==> src/rtl/bf_pkg.sv <==
// Shared definitions for the bf accumulator core: opcodes, FSM encoding and
// instruction field extraction usable at any data/register-select width.
package bf_pkg;

    localparam logic [1:0] OP_BRZ  = 2'b00;
    localparam logic [1:0] OP_LD   = 2'b01;
    localparam logic [1:0] OP_ST   = 2'b10;
    localparam logic [1:0] OP_ADDI = 2'b11;

    typedef enum logic [2:0] {
        S_IDLE,
        S_FETCH,
        S_DECODE,
        S_EXEC,
        S_MEMRD
    } state_t;

    // Helpers operate on a zero-extended instruction so one set covers every DW.
    localparam int MAXW = 64;

    function automatic logic [1:0] f_op(input logic [MAXW-1:0] inst, input int dw);
        return 2'(inst >> (dw - 2));
    endfunction

    function automatic logic [MAXW-1:0] f_rs(input logic [MAXW-1:0] inst, input int dw,
                                             input int rsw);
        return (inst >> (dw - 2 - rsw)) & ((MAXW'(1) << rsw) - MAXW'(1));
    endfunction

    function automatic logic [MAXW-1:0] f_imm(input logic [MAXW-1:0] inst, input int dw,
                                              input int rsw);
        return inst & ((MAXW'(1) << (dw - 2 - rsw)) - MAXW'(1));
    endfunction

endpackage

==> src/rtl/bf_if.sv <==
// Single-port synchronous RAM bus between the core (master) and memory (slave).
interface bf_if #(
    parameter int DW = 8,
    parameter int AW = 8
);
    logic [AW-1:0] addr;
    logic [DW-1:0] data_out;
    logic [DW-1:0] data_in;
    logic          we;

    modport master (output addr, output data_out, output we, input data_in);
    modport slave  (input addr, input data_out, input we, output data_in);
endinterface

==> src/rtl/bf_regfile.sv <==
// Accumulator register file: one write port, an operand read port and a
// debug read port, all reads combinational.
module bf_regfile #(
    parameter int  DW    = 8,
    parameter int  NREGS = 2,
    localparam int RSW   = $clog2(NREGS)
) (
    input  logic           clk,
    input  logic           rst,
    input  logic           wen,
    input  logic [RSW-1:0] waddr,
    input  logic [DW-1:0]  wdata,
    input  logic [RSW-1:0] raddr,
    output logic [DW-1:0]  rdata,
    input  logic [RSW-1:0] dbg_sel,
    output logic [DW-1:0]  dbg_data
);
    logic [NREGS-1:0][DW-1:0] regs;

    always_ff @(posedge clk) begin
        if (rst)
            regs <= '0;
        else if (wen)
            regs[waddr] <= wdata;
    end

    assign rdata    = regs[raddr];
    assign dbg_data = regs[dbg_sel];
endmodule

==> src/rtl/bf_core.sv <==
// Multi-cycle fetch/decode/execute accumulator core driving a shared
// program/data RAM; BRZ, LD, ST and ADDI on a parametrised register file.
module bf_core
    import bf_pkg::*;
#(
    parameter int            DW       = 8,
    parameter int            AW       = 8,
    parameter int            NREGS    = 2,
    parameter logic [AW-1:0] RESET_PC = '0,
    localparam int           RSW      = $clog2(NREGS),
    localparam int           IW       = DW - 2 - RSW
) (
    input  logic           clk,
    input  logic           rst,
    input  logic           run,
    bf_if.master           bus,
    output logic [AW-1:0]  pc,
    output logic           busy,
    output logic           retire,
    input  logic [RSW-1:0] dbg_sel,
    output logic [DW-1:0]  dbg_reg
);
    state_t         state;
    logic [DW-1:0]  inst;
    logic [1:0]     op;
    logic [RSW-1:0] rs;
    logic [IW-1:0]  imm;
    logic [AW-1:0]  ea;
    logic [DW-1:0]  rs_val;
    logic [DW-1:0]  sext_imm;
    logic           done;
    logic           taken;
    logic           mem_op;
    logic           wr;
    logic           reg_wen;
    logic [DW-1:0]  reg_wdata;

    assign op       = f_op(MAXW'(inst), DW);
    assign rs       = RSW'(f_rs(MAXW'(inst), DW, RSW));
    assign imm      = IW'(f_imm(MAXW'(inst), DW, RSW));
    assign ea       = AW'(imm);
    assign sext_imm = {{(DW-IW){imm[IW-1]}}, imm};

    assign done   = (state == S_EXEC && op != OP_LD) || state == S_MEMRD;
    assign taken  = op == OP_BRZ && rs_val == '0;
    assign mem_op = op == OP_LD || op == OP_ST;

    always_ff @(posedge clk) begin
        if (rst) begin
            state <= S_IDLE;
            pc    <= RESET_PC;
            inst  <= '0;
        end else begin
            case (state)
                S_IDLE:   if (run) state <= S_FETCH;
                S_FETCH:  state <= S_DECODE;
                S_DECODE: begin
                    inst  <= bus.data_in;
                    state <= S_EXEC;
                end
                S_EXEC: begin
                    if (op == OP_LD) begin
                        state <= S_MEMRD;
                    end else begin
                        pc    <= taken ? ea : pc + AW'(1);
                        state <= run ? S_FETCH : S_IDLE;
                    end
                end
                S_MEMRD: begin
                    pc    <= pc + AW'(1);
                    state <= run ? S_FETCH : S_IDLE;
                end
                default:  state <= S_IDLE;
            endcase
        end
    end

    // LD data arrives in MEMRD; ADDI writes back directly from EXEC.
    assign reg_wen   = (state == S_EXEC && op == OP_ADDI) || state == S_MEMRD;
    assign reg_wdata = (state == S_MEMRD) ? bus.data_in : rs_val + sext_imm;

    bf_regfile #(.DW(DW), .NREGS(NREGS)) u_regs (
        .clk      (clk),
        .rst      (rst),
        .wen      (reg_wen),
        .waddr    (rs),
        .wdata    (reg_wdata),
        .raddr    (rs),
        .rdata    (rs_val),
        .dbg_sel  (dbg_sel),
        .dbg_data (dbg_reg)
    );

    // The rst term keeps a reset landing on ST EXEC from corrupting memory.
    assign wr           = state == S_EXEC && op == OP_ST && !rst;
    assign bus.we       = wr;
    assign bus.data_out = wr ? rs_val : '0;
    assign bus.addr     = ((state == S_EXEC && mem_op) || state == S_MEMRD) ? ea : pc;
    assign busy         = state != S_IDLE;
    assign retire       = done;
endmodule

==> src/flat_wrapper.sv <==
// flat-port wrapper written by rule: the top's interface ports become plain ports
module bf_core_flat import bf_pkg::*;
#(
    parameter int            DW       = 8,
    parameter int            AW       = 8,
    parameter int            NREGS    = 2,
    parameter logic [AW-1:0] RESET_PC = '0,
    localparam int           RSW      = $clog2(NREGS),
    localparam int           IW       = DW - 2 - RSW
)
  (clk, rst, run, pc, busy, retire, dbg_sel, dbg_reg, bus_addr, bus_data_out, bus_we, bus_data_in);
  bf_if #(.DW(DW), .AW(AW)) bus_i ();
  input  logic clk;
  input  logic rst;
  input  logic run;
  output logic [AW-1:0] pc;
  output logic busy;
  output logic retire;
  input  logic [RSW-1:0] dbg_sel;
  output logic [DW-1:0] dbg_reg;
  output wire logic [$bits(bus_i.addr)-1:0] bus_addr;
  output wire logic [$bits(bus_i.data_out)-1:0] bus_data_out;
  output wire logic [$bits(bus_i.we)-1:0] bus_we;
  input wire logic [$bits(bus_i.data_in)-1:0] bus_data_in;
  assign bus_addr = bus_i.addr;
  assign bus_data_out = bus_i.data_out;
  assign bus_we = bus_i.we;
  assign bus_i.data_in = bus_data_in;
  bf_core #(.DW(DW), .AW(AW), .NREGS(NREGS), .RESET_PC(RESET_PC)) u_core (.clk(clk), .rst(rst), .run(run), .bus(bus_i), .pc(pc), .busy(busy), .retire(retire), .dbg_sel(dbg_sel), .dbg_reg(dbg_reg));
endmodule
==> config.mk <==
export PLATFORM = sky130hd
export DESIGN_NAME = bf_core_flat
export DESIGN_NICKNAME = d
export VERILOG_FILES = /design/src/rtl/bf_pkg.sv /design/src/rtl/bf_if.sv /design/src/rtl/bf_regfile.sv /design/src/rtl/bf_core.sv /design/src/flat_wrapper.sv
export SDC_FILE = /design/constraint.sdc
export NUM_CORES = 1
export LEC_CHECK = 0
export ABC_AREA = 0
export CAP_MARGIN = 20
export CORE_MARGIN = 10
export CORE_UTILIZATION = 47
export DETAILED_ROUTE_END_ITERATION = 8
export PLACE_DENSITY = 0.81
export SLEW_MARGIN = 20
export SYNTH_ARGS = -nofsm -noshare
export SYNTH_HDL_FRONTEND = slang
export SYNTH_HIERARCHICAL = 1
export SYNTH_SLANG_ARGS = --single-unit
==> constraint.sdc <==
create_clock -name clk -period 2.6 [get_ports clk]
set_clock_uncertainty 0.15 [all_clocks]
set_input_delay 0.52 -clock clk [delete_from_list [all_inputs] [get_ports clk]]
set_output_delay 0.52 -clock clk [all_outputs]
set_load 0.01 [all_outputs]
==> Word level (Yosys, flattened, before mapping) <==
Cells that the tools add are included.
{ "word_totals": {"elab_cells": 55, "regBits": 35, "inputBits": 12, "output_inout_bits": 35} }
{ "classes": {"reduce_logical": 18, "magnitude_cmp": 3, "eq_ne": 10, "muxes": 17, "add_sub_neg": 2} }
{ "op_table": {"columns": ["op", "count"], "rows": [
  ["2-to-1 mux 8 bit", 10],
  ["bitwise mux 16 bit", 1],
  ["one-hot mux 8 bit (2 select lines)", 1],
  ["one-hot mux 3 bit (5 select lines)", 1],
  ["adder 8 x 1 -> 8 bit (second input constant)", 1],
  ["adder 8 bit", 1],
  ["demux 8 bit (select 1 bit)", 1],
  ["logical NOT 8 bit", 1],
  ["logical AND 1 bit", 7],
  ["equality test 3 x 2 -> 1 bit (second input constant)", 2],
  ["2-to-1 mux 3 bit", 2],
  ["equality test 2 bit (second input constant)", 2],
  ["logical OR 1 bit", 4],
  ["less-than comparator 1 x 2 -> 1 bit (second input constant)", 2],
  ["inequality test 2 bit (second input constant)", 2],
  ["equality test 3 x 1 -> 1 bit (second input constant)", 1],
  ["equality test 3 bit (second input constant)", 1],
  ["logical NOT 3 bit", 1],
  ["nonzero test 3 bit", 1],
  ["equality test 2 x 1 -> 1 bit (second input constant)", 1],
  ["logical NOT 2 bit", 1],
  ["inequality test 2 x 1 -> 1 bit (second input constant)", 1],
  ["AND reduction 2 bit", 1],
  ["nonzero test 2 bit", 1],
  ["3 further kinds", 3]
]} }

==> Depth between registers and ports, before layout <==
Gate-level depths: netlist of the first run.
{ "depth": {"depth_word": 7, "ltp_mapped": 12, "mapped_depth_nobuf": 11} }

==> By module <==
Netlist of the first run, hierarchy kept.
{ "by_module_without_submodules": {"columns": ["module", "seq_area_each_um2", "n_inst", "cells_each", "area_each_um2"], "rows": [
  ["bf_core", 380.4, 1, 179, 1488.9],
  ["bf_regfile", 320.3, 1, 81, 873.3]
]} }

==> Least setup slack after synthesis of the first run <==
Ideal clock, no wire load.
{ "synth_timing": {"kind": "register -> register", "start": "reg u_core.inst[5]", "end": "reg u_core/u_regs/regs[6] (netlist bit)", "period_less_slack_ps": 2682, "path_slack_ps": -82, "required_ps": 2378, "stages_incl_launch_ff": 13, "setup_time_ps": 72, "t_arrival_ps": 2461, "n_path_buf": 1, "cell_sequence": "dfxtp_1 -> buf_2 -> mux2_2 -> ha_1 -> inv_1 -> fa_1 -> nor2b_1 -> o31a_1 -> o21a_1 -> o21a_1 -> o31ai_1 -> nand2b_1 -> mux2i_1"} }
{ "synth_between": {"elab_chain_cells": 5, "elab_cells_between_ends": 10, "classes_between": "add/sub: 1; order compare: 2; mux: 6; reduce/logical: 1"} }
{ "synth_lines": {"columns": ["item", "line_no", "rtl"], "rows": [
  ["from (decl)", "bf_core.sv:24", "logic [DW-1:0] inst;"],
  ["from (signal assigned)", "bf_core.sv:58", "inst <= bus.data_in;"],
  ["2-to-1 mux 8 bit (not written as such) (2 in a row)", "bf_regfile.sv:27", "assign rdata = regs[raddr];"],
  ["named net u_core.rs_val[0]", "bf_core.sv:29", "logic [DW-1:0] rs_val;"],
  ["adder 8 bit", "bf_core.sv:80", "assign reg_wdata = (state == S_MEMRD) ? bus.data_in : rs_val + sext_imm;"],
  ["2-to-1 mux 8 bit", "bf_core.sv:80", null],
  ["named net u_core.reg_wdata[6]", "bf_core.sv:36", "logic [DW-1:0] reg_wdata;"],
  ["bitwise mux 16 bit", "bf_regfile.sv:24", "regs[waddr] <= wdata;"],
  ["to (signal, indexed assignment)", "bf_regfile.sv:24", null],
  ["to (decl)", "bf_regfile.sv:18", "logic [NREGS-1:0][DW-1:0] regs;"]
]} }
The timed path passes the listed nets, and every way through them passes these cells. The select of a mux whose other input is x is not followed.
A chain may end at the register's enable or synchronous reset.

==> Worst setup path in the final report of the first run <==
{ "layout_timing": {"start": "reg u_core.inst[5]", "end": "reg u_core/u_regs/regs[14] (netlist bit)"} }
The elaborated chain is that of the path after synthesis.

==> flow_metrics.py, run 1 <==
metrics = {
    "status": {
        "run_status": "completed",
    },
    "run": {
        "cap_violations": 0,
    },
    "cells_and_area": {
        "num-nets-final": 355,
        "regArea_sq_um": 706.9,
        "instances_no_fill": 398,
        "drive_above_1_share_pct": 24.17,
        "multi_input_area_sq_um": 1644,
        "nFillCells": 378,
        "syn2layout_area_growth_pct": 36.97,
        "antenna_cells": 0,
        "utilization_pct": 67.61,
    },
    "floorplanning": {
        "die_x_um": 90.90,
        "dieArea_sq_um": 8262,
        "start_util_pct": 49.36,
        "die_h_um": 90.90,
        "ios": 47,
        "core_area_sq_um": 4786,
        "num_rows": 25,
    },
    "clocking": {
        "cts_max_level": 2,
        "cts_buffers": 5,
        "root_buffer": "clkbuf_8",
        "clk_pin_slew_ns": 0.07,
        "tritoncts": "built",
        "cts_sinks": 35,
        "insertion_delay_ns": 0.29,
        "clockBufferDepth": 2,
    },
    "timing": {
        "whs_ns": 0.3408,
        "tightest_slew_ns": 0.6255,
        "fmax_mhz": 385.3,
        "fin_setup_tns_ns": 0,
        "fin_crit_sh_pct": 99.82,
        "layout_min_cycle_time_ns": 2.595,
        "finalHoldViolCount": 0,
        "max_slew_margin_pct": 58.25,
        "rsz0062_at_grt": "yes",
        "finalSetupViolCount": 0,
        "drv_slew": 0,
    },
    "worst_setup_path": {
        "max_stage_delay_ns": 0.39,
        "cpMostUsedCell": "o21a_1",
        "cp-startpoint": "u_core/inst[5]",
        "required_ns": 2.67,
        "crit_chain": "mux2_4 -> ha_4 -> inv_2 -> fa_2 -> nor2b_2 -> o31a_1 -> o21a_1 -> o21a_1 -> o31ai_2 -> nand2b_1 -> mux2i_1",
        "crit_end": "u_core/u_regs/regs[14]",
        "timing.rr.end": "u_core/u_regs/regs[14]",
        "r2r_slack_ns": 0.005,
        "cp-end-kind": "register",
        "critical_path.top_delay_family": "compound AO/OA/AOI/OAI gates",
        "startpoint_type": "register",
        "crit_slowest_cell": "dfxtp_4",
        "cp_max_fo": 5,
        "rr_worst_depth": 11,
        "crit_arrival_ns": 2.66,
        "r2r-start": "u_core/inst[5]",
        "critical_path_class": "register to register",
        "crit_cells": 11,
        "worst-path-buf-inv": 1,
    },
    "yosys": {
        "ys_ff_latch": 35,
        "netlist_area_sq_um": 2362,
        "ys_top_cells_by_area": "dfxtp_1 (30%), mux2_2 (10%), mux2i_1 (10%), nand2b_1 (7.4%), ha_1 (6.4%)",
        "avgSynthCellArea_sq_um": 9.086,
        "synthAdderAreaFrac_pct": 7.203,
        "syn_nets": 285,
        "yosysUniqueCellTypes": 46,
        "yosysWarnings": 6,
        "yosys.area_share.simple_pct": 25.21,
        "ys.flop_type": "dfxtp_1",
        "synthMuxAreaShare_pct": 20.66,
        "ys_seq_area_share_pct": 29.66,
        "synth_edf_count": 0,
        "synth_compound_area_share_pct": 9.481,
        "synth_top_family_by_area": "simple AND/OR/NAND/NOR gates",
        "netlist_instances": 260,
        "yosysTopAreaCellShare_pct": 29.66,
        "synth_xor_area_share_pct": 3.337,
        "yosysTopAreaCell": "dfxtp_1",
        "async_reset_ff_share_pct": 0,
    },
    "detailed_routing": {
        "wl_per_cell_um": 16.48,
        "viasPerCell": 5.399,
        "vias": 2149,
        "first_pass_iters": 4,
        "first_iter_violations": 167,
        "drc": 0,
        "routed_wl_mm": 6.560,
        "ant_nets": 0,
    },
    "place": {
        "dpl.hpwl_mm": 4.557,
        "gp_congestion": 0.9051,
        "dp.cells": 385,
        "numPortBuffers": 46,
    },
    "grt": {
        "grt_pass1_wl_mm": 10.03,
        "grt_use_total_pct": 14.57,
        "grt_pass1_vias": 2078,
        "gr-total-overflow": 0,
        "grt_max_degree": 43,
        "antenna_found_initial": 0,
    },
    "pwr": {
        "vdd_ir_drop_max_uv": 439.8,
        "power.leakage_nw": 1.495,
        "power_density_nw_per_um2": 437.9,
    },
    "worst_hold_path": {
        "hold_path_class": "register to register",
    },
}
==> logic make-up (layout without fill, tap and decap cells) <==
| group | count (synthesis) | after routing |
|---|---|---|
| and+or+nand+nor | 106 | 106 |
| muxes | 46 | 46 |
| DFF | 35 | 35 |
| AOI/OAI and AO/OA | 33 | 33 |
| buffers and inverters | 18 | 89 |
| adders and majority gates | 13 | 13 |
| xor gates and xnor gates | 9 | 9 |
==> Yosys cell counts, drive strengths merged (2+ instances only) <==
library cell and count:
dfxtp 35, buf 7, mux2i 24, mux2 22, nor3b 2, o31ai 2, nor4 2, o21ai 7
clkbuf 4, nand2b 28, ha 12, nand4 5, a221o 2, and3 11, a22oi 2, a21o 2
a21oi 11, o21a 3, nor2b 5, xnor2 4, and2 6, xor2 5, inv 7, nand2 11
nand3 2, nor3 4, nor2 25
==> sequential cells by signal, summed over array words and instances, names as in the netlist <==
signal	cells
u_core/u_regs/regs	16
u_core/inst	8
u_core/pc	8
u_core/state	3
==> worst register-to-register path, cell delays in order (launching register included) <==
cell and delay [ns]:
dfxtp_4 0.39, mux2_4 0.33, ha_4 0.17, inv_2 0.05, fa_2 0.22, nor2b_2 0.05
o31a_1 0.25, o21a_1 0.19, o21a_1 0.18, o31ai_2 0.27, nand2b_1 0.12, mux2i_1 0.14
==> report_power, final <==
part           switching (mW)  leakage, nW  internal [mW]
clock network           0.206       0.0612          0.310
registers              0.0344        0.284          0.560
logic                   0.148         1.15          0.159
==> what timing repair did <==
| item | 4_1_cts | 5_1_grt |
|---|---|---|
| hold buffers | 0 | 0 |
| pin swaps | 0 | 3 |
| buffers inserted | 0 | 4 |
| gates resized for setup | 29 | 22 |
| endpoints found under the setup margin | 26 | 15 |
| gates cloned | 0 | 1 |
==> layer usage <==
| metal | share of wire (%) | up-vias | track usage (%) |
|---|---|---|---|
| met2 | 50 | 55 | 24.34 |
| met1 | 44 | 1034 | 17.29 |
| met4 | 1.5 | 0 | 5.483 |
| met5 | 0 | - | 0 |
| met3 | 4.2 | 10 | 3.990 |
| li1 | - | 1050 | - |
==> worst min-delay path by stage <==
stage | from | endpoint | slack (ns) | cells past startpoint
after floorplan | u_core/state[2] | u_core/state[1] | 0.29 | 1
after global placement | u_core/u_regs/regs[14] | u_core/u_regs/regs[14] | 0.32 | 2
after detailed placement | u_core/state[2] | u_core/state[1] | 0.33 | 1
after CTS | u_core/state[2] | u_core/state[1] | 0.34 | 1
after global routing | u_core/u_regs/regs[6] | u_core/u_regs/regs[6] | 0.38 | 2
final | u_core/u_regs/regs[9] | u_core/u_regs/regs[9] | 0.34 | 2
==> cell type report <==
cell class / instances / share of cell area [%]
inverters: 7 / 0.8121
repair buffers: 74 / 20.30
multi-input cells: 207 / 50.81
well taps: 67 / 2.591
flip-flops and latches: 35 / 21.85
clock buffers: 6 / 2.552
clock inverters: 2 / 1.083
==> per-stage QoR <==
stage                     power [mW]  instance area [sq um]  setup WS, ns
after floorplan               0.7859                   2366       0.03082
after global placement        0.8828                   3014      -0.04788
after detailed placement      0.8897                   3014      -0.06289
after CTS                      1.406                   3119      0.004236
after global routing           1.486                   3236       -0.1085
final                          1.417                   3236      0.004622
==> layout by cell type (no fill, tap or decap), types with 4 or more instances in the layout <==
| cell | instances |
|---|---|
| a21oi_1 | 10 |
| and2_1 | 6 |
| and3_1 | 11 |
| buf_4 | 24 |
| clkbuf_8 | 6 |
| clkdlybuf4s50_1 | 20 |
| dfxtp_1 | 32 |
| dlygate4sd2_1 | 21 |
| ha_1 | 8 |
| ha_4 | 4 |
| inv_1 | 6 |
| mux2_2 | 19 |
| mux2i_1 | 24 |
| nand2_1 | 10 |
| nand2b_1 | 28 |
| nand4_1 | 4 |
| nor2_1 | 24 |
| nor3_1 | 4 |
| o21ai_0 | 4 |
| xnor2_1 | 4 |
| xor2_1 | 5 |
Note: power is estimated with default switching activity, not from simulation.
==> run 2, diff against run 1 <==
CORE_ASPECT_RATIO = 1.25   (was default)
==> run 2 against run 1 <==
- non-clock buffer count down 2
- register-to-register slack better by 0.07 ns
- combinational power down 3%
- utilization down 1.3 points
- sequential power up 1%
- total power down 9.6%
- sequential share of layout area up 0.43 points
- worst hold slack better by 0.0039 ns
- global-route usage up 0.14 points
- largest power group unchanged
- highest routed layer unchanged
==> flow_metrics.py, run 2 (synthesized netlist as in run 1, its figures left out) <==
metrics = {
    "worst_setup_path": {
        "cp_max_fo": 6,
        "required_ns": 2.67,
        "r2r_slack_ns": 0.08,
        "rr_worst_depth": 11,
        "timing.rr.end": "u_core/u_regs/regs[6]",
        "startpoint_type": "register",
        "crit_arrival_ns": 2.59,
        "r2r-start": "u_core/inst[5]",
        "critical_path_class": "register to register",
        "cp-end-kind": "register",
    },
    "cells_and_area": {
        "syn2layout_area_growth_pct": 34.80,
        "final_cell_mix": "dfxtp_1 (30), nand2b_1 (28), nor2_1 (24), mux2i_1 (24), buf_4 (22)",
        "regMostFlops": "u_core/u_regs/regs",
        "utilization_pct": 66.35,
        "largestRegisters": "u_core/u_regs/regs x16, u_core/inst x8, u_core/pc x8",
        "regArea_sq_um": 709.4,
        "drive_above_1_share_pct": 24.62,
        "nFillCells": 383,
        "largest_reg_flops": 16,
        "finish.instance_area_sq_um": 3184,
        "layout_commonest_cell": "dfxtp_1",
        "multi_input_area_sq_um": 1655,
        "antenna_cells": 0,
        "num-nets-final": 353,
    },
    "timing": {
        "max_slew_margin_pct": 58.09,
        "fmax_mhz": 396.7,
        "finalSetupViolCount": 0,
        "rsz0062_at_grt": "yes",
        "fin_crit_sh_pct": 96.94,
        "final.setup.worst_slack_ns": 0.07950,
        "finalHoldViolCount": 0,
        "layout_min_cycle_time_ns": 2.521,
        "fin_setup_tns_ns": 0,
        "tightest_slew_ns": 0.6280,
        "drv_slew": 0,
    },
    "floorplanning": {
        "core_area_sq_um": 4800,
        "num_rows": 28,
        "dieArea_sq_um": 8280,
        "start_util_pct": 49.22,
        "ios": 47,
        "die_h_um": 99.27,
        "die_x_um": 83.41,
    },
    "clocking": {
        "cts_max_level": 2,
        "insertion_delay_ns": 0.29,
        "cts_hold_buffers": 0,
        "tritoncts": "built",
        "clk_pin_slew_ns": 0.07,
        "cts_buffers": 5,
        "clockBufferDepth": 2,
        "cts_sinks": 35,
        "root_buffer": "clkbuf_8",
    },
    "pwr": {
        "power.total_mw": 1.281,
        "vdd_ir_drop_max_uv": 264.9,
        "p_sw_share_pct": 29.52,
        "p_seq_share_pct": 46.8,
        "power.leakage_nw": 1.444,
        "power.switching_mw": 0.3782,
        "power_density_nw_per_um2": 402.3,
        "pwr-share-comb_pct": 23.2,
        "internal-power_mw": 0.9030,
        "pwr-share-clk_pct": 30.0,
    },
    "place": {
        "post_dp_cell_area_sq_um": 2998,
        "dpl.hpwl_mm": 4.716,
        "numPortBuffers": 46,
        "dp_slack_ns": -0.04814,
        "gp_congestion": 0.8383,
    },
    "detailed_routing": {
        "first_pass_iters": 4,
        "top_layer": "met4",
        "ant_nets": 0,
        "first_iter_violations": 76,
        "wl_per_cell_um": 16.45,
        "vias": 2127,
        "drc": 0,
        "met2_length_mm": 3.068,
        "wl_met3_um": 436,
        "routed_wl_mm": 6.398,
        "viasPerCell": 5.468,
        "wl_met1_mm": 2.729,
    },
    "grt": {
        "grt_max_degree": 43,
        "antenna_found_initial": 0,
        "gr-total-overflow": 0,
        "grt_pass1_vias": 2143,
        "grt_pass1_wl_mm": 10.38,
        "grt_use_total_pct": 14.72,
    },
    "worst_hold_path": {
        "hold_path_class": "register to register",
        "whs_endpoint": "u_core/u_regs/regs[5]",
        "min_from": "u_core/u_regs/regs[5]",
        "holdPathStages": 2,
    },
    "run": {
        "cap_violations": 0,
    },
    "status": {
        "run_status": "completed",
    },
}
==> run 2: cell count changes in the layout (fill, tap and decap cells not counted), sizes merged <==
cell           before  now
buf                28   26
bufinv              1    0
clkbuf              8   10
clkdlybuf4s15       1    2
clkdlybuf4s50      20   21
dlygate4sd2        21   19
dlymetal6s2s        2    1
==> run 2: timing repair <==
action,CTS,global route
pin swaps,0,2
resized for setup,29,30
gates cloned,0,1
setup endpoints to repair,26,14
buffers inserted,0,3
==> run 2: cell type report <==
type                            count  area share [%]
Clock buffer                        7           2.397
Clock inverter                      1          0.1572
Inverter                            7          0.8251
Multi-Input combinational cell    207           51.98
Sequential cell                    35           22.28
Tap cell                           60           2.358
Timing Repair Buffer               72           20.00
==> run 2: worst max-delay path by stage <==
stage	startpoint	to	slack [ns]
after global routing	u_core/inst[5]	u_core/u_regs/regs[14]	-0.08
after floorplan	u_core/inst[5]	u_core/u_regs/regs[6]	0.03
final	u_core/inst[5]	u_core/u_regs/regs[6]	0.08
after CTS	rst	bus_we	0.02
after detailed placement	dbg_sel	dbg_reg[7]	-0.05
after global placement	dbg_sel	dbg_reg[0]	-0.04
==> run 2: per-layer routing <==
metal  vias to the layer above  track usage [%]
met5                         -                0
met4                         0            6.194
met3                        16            5.388
met2                        68            24.94
met1                       996            16.26
li1                       1047                -
==> run 2: worst max-delay path, cell delays in order (launching register included) <==
cell and delay, ns:
dfxtp_4 0.40, mux2_4 0.34, ha_4 0.17, inv_2 0.05, fa_2 0.20, nor2b_2 0.05
o31a_1 0.26, o21a_1 0.19, o21a_1 0.18, o31ai_2 0.20, nand2b_1 0.12, mux2i_1 0.14
==> run 2: power groups by stage <==
stage / combinational, mW / sequential (mW) / clock [mW]
after global routing: 0.329 / 0.604 / 0.406
after CTS: 0.284 / 0.592 / 0.389
after detailed placement: 0.283 / 0.602 / 0
final: 0.298 / 0.600 / 0.384
after global placement: 0.275 / 0.600 / 0
after floorplan: 0.194 / 0.592 / 0
==> run 2: through the flow <==
| step | std cells | hold WS (ns) |
|---|---|---|
| floorplan | 260 | 0.2929 |
| global placement | 377 | 0.3236 |
| detailed placement | 377 | 0.3292 |
| CTS | 385 | 0.3389 |
| global route | 389 | 0.3524 |
| finish | 389 | 0.3447 |
==> run 3, diff against run 2 <==
CELL_PAD_IN_SITES_DETAIL_PLACEMENT = 0   (was default)
CELL_PAD_IN_SITES_GLOBAL_PLACEMENT = 1   (was default)
CORE_UTILIZATION = 35   (was 47)
PLACE_DENSITY = 0.8   (was 0.81)
==> run 3 against run 2 <==
- first-iteration DRC count down 7.9%
- combinational power about the same
- fmax up 0.64%
- setup slack better by 0.016 ns
- non-clock buffer count unchanged
- register-to-register slack better by 0.03 ns
- worst hold slack worse by 0.0060 ns
- utilization down 18 points
- routed wire length up 0.11%
- flip-flop and latch count unchanged
- largest cell class unchanged
==> flow_metrics.py, run 3 (synthesized netlist as in run 1, its figures left out) <==
metrics = {
    "worst_setup_path": {
        "critical_path_class": "register to output port",
        "cp_max_fo": 9,
        "startpoint_type": "register",
        "max_stage_delay_ns": 0.33,
        "crit_arrival_ns": 1.83,
        "rr_worst_depth": 11,
        "worst-path-buf-inv": 3,
        "crit_chain": "inv_1 -> ha_1 -> a21oi_2 -> buf_6 -> mux2_2 -> clkdlybuf4s15_1",
        "crit_slowest_cell": "dfxtp_2",
        "required_ns": 1.93,
        "crit_cells": 6,
        "critical_path.top_delay_family": "buffers and inverters",
        "cp-end-kind": "output port",
    },
    "floorplanning": {
        "num_rows": 33,
        "ios": 47,
        "start_util_pct": 35.98,
        "dieArea_sq_um": 10460,
        "core_area_sq_um": 6565,
        "die_h_um": 111.9,
        "die_x_um": 93.48,
    },
    "cells_and_area": {
        "layout_commonest_cell": "dfxtp_1",
        "utilization_pct": 48.54,
        "multi_input_area_sq_um": 1593,
        "regMostFlops": "u_core/u_regs/regs",
        "largestRegisters": "u_core/u_regs/regs x16, u_core/inst x8, u_core/pc x8",
        "regArea_sq_um": 709.4,
        "nFillCells": 666,
        "instances_no_fill": 416,
        "drive_above_1_share_pct": 21.88,
        "finish.instance_area_sq_um": 3187,
        "num-nets-final": 353,
        "largest_reg_flops": 16,
        "antenna_cells": 0,
        "syn2layout_area_growth_pct": 34.90,
        "final_cell_mix": "dfxtp_1 (30), nand2b_1 (28), mux2i_1 (24)",
    },
    "place": {
        "dpl.hpwl_mm": 4.750,
        "dp_slack_ns": -0.08050,
        "gp_congestion": 0.8424,
        "post_dp_cell_area_sq_um": 3017,
        "numPortBuffers": 46,
        "dp.cells": 402,
    },
    "detailed_routing": {
        "first_pass_iters": 4,
        "ant_nets": 0,
        "vias": 2063,
        "first_iter_violations": 70,
        "routed_wl_mm": 6.405,
        "viasPerCell": 4.959,
        "drc": 0,
        "wl_per_cell_um": 15.40,
    },
    "grt": {
        "grt_use_total_pct": 12.27,
        "grt_pass1_wl_mm": 10.49,
        "antenna_found_initial": 0,
        "grt_pass1_vias": 2113,
        "gr-total-overflow": 0,
        "grt_max_degree": 43,
    },
    "clocking": {
        "cts_sinks": 35,
        "clockBufferDepth": 2,
        "cts_max_level": 2,
        "insertion_delay_ns": 0.29,
        "clk_pin_slew_ns": 0.08,
        "cts_buffers": 5,
        "root_buffer": "clkbuf_8",
        "tritoncts": "built",
        "cts_hold_buffers": 0,
    },
    "run": {
        "cap_violations": 0,
    },
    "timing": {
        "fin_crit_sh_pct": 96.32,
        "finalSetupViolCount": 0,
        "finalHoldViolCount": 0,
        "rsz0062_at_grt": "yes",
        "drv_slew": 0,
        "fmax_mhz": 399.3,
        "layout_min_cycle_time_ns": 2.504,
        "max_slew_margin_pct": 59.07,
        "final.setup.worst_slack_ns": 0.09560,
        "tightest_slew_ns": 0.6134,
    },
    "status": {
        "run_status": "completed",
    },
    "pwr": {
        "vdd_ir_drop_max_uv": 167.6,
        "power_density_nw_per_um2": 417.2,
        "power.leakage_nw": 1.448,
    },
    "worst_hold_path": {
        "hold_path_class": "register to register",
        "holdPathStages": 2,
    },
}
==> run 3: layout make-up <==
type	instances	share of cell area, %
clock buffer	8	3.141
inverter	7	0.8245
multi-input combinational	207	49.98
sequential	35	22.26
tap	87	3.416
timing repair buffer	72	20.38
==> run 3: path summary, 6_finish.rpt <==
| kind | start | end | slack (ns) |
|---|---|---|---|
| max | u_core/inst[6] | bus_addr[2] | 0.1 |
| min | u_core/u_regs/regs[4] | u_core/u_regs/regs[4] | 0.34 |
| max reg2reg | u_core/inst[5] | u_core/u_regs/regs[14] | 0.11 |
| min reg2reg | u_core/u_regs/regs[4] | u_core/u_regs/regs[4] | 0.34 |
==> run 3: through the flow <==
stage	power [mW]	hold slack, ns	TNS [ns]
floorplan	0.7859	0.2929	0
global placement	0.8809	0.3224	-1.098
detailed placement	0.8841	0.3259	-0.9927
CTS	1.335	0.3440	0
global route	1.404	0.3540	-0.07608
finish	1.330	0.3387	0
==> run 3: repair_timing <==
item | CTS | global route
hold endpoints to repair | 0 | 0
endpoints found under the setup margin | 28 | 7
setup buffers | 2 | 4
pin swaps | 2 | 2
resized for setup | 34 | 12
==> run 3: metal layers <==
layer  global-route usage, %  part of all wire (%)
met5                       0                     0
met4                   3.402                  0.77
met3                   5.040                   6.6
met2                   20.05                    47
met1                   14.29                    45
==> run 3: where the power goes <==
group / internal (mW) / total, mW / switching, mW
clock network: 0.242 / 0.439 / 0.197
registers: 0.561 / 0.595 / 0.0337
logic: 0.154 / 0.296 / 0.141
==> run 3: worst reg2reg max path: cells and delay by family (launching register included) <==
family | cells | cell delay (ns)
AO/OA/AOI/OAI | 4 | 0.84
AND/OR/NAND/NOR | 2 | 0.17
buffers and inverters | 1 | 0.05
flip-flops | 1 | 0.38
adder cells (fa/ha/maj) | 2 | 0.38
multiplexers | 2 | 0.46
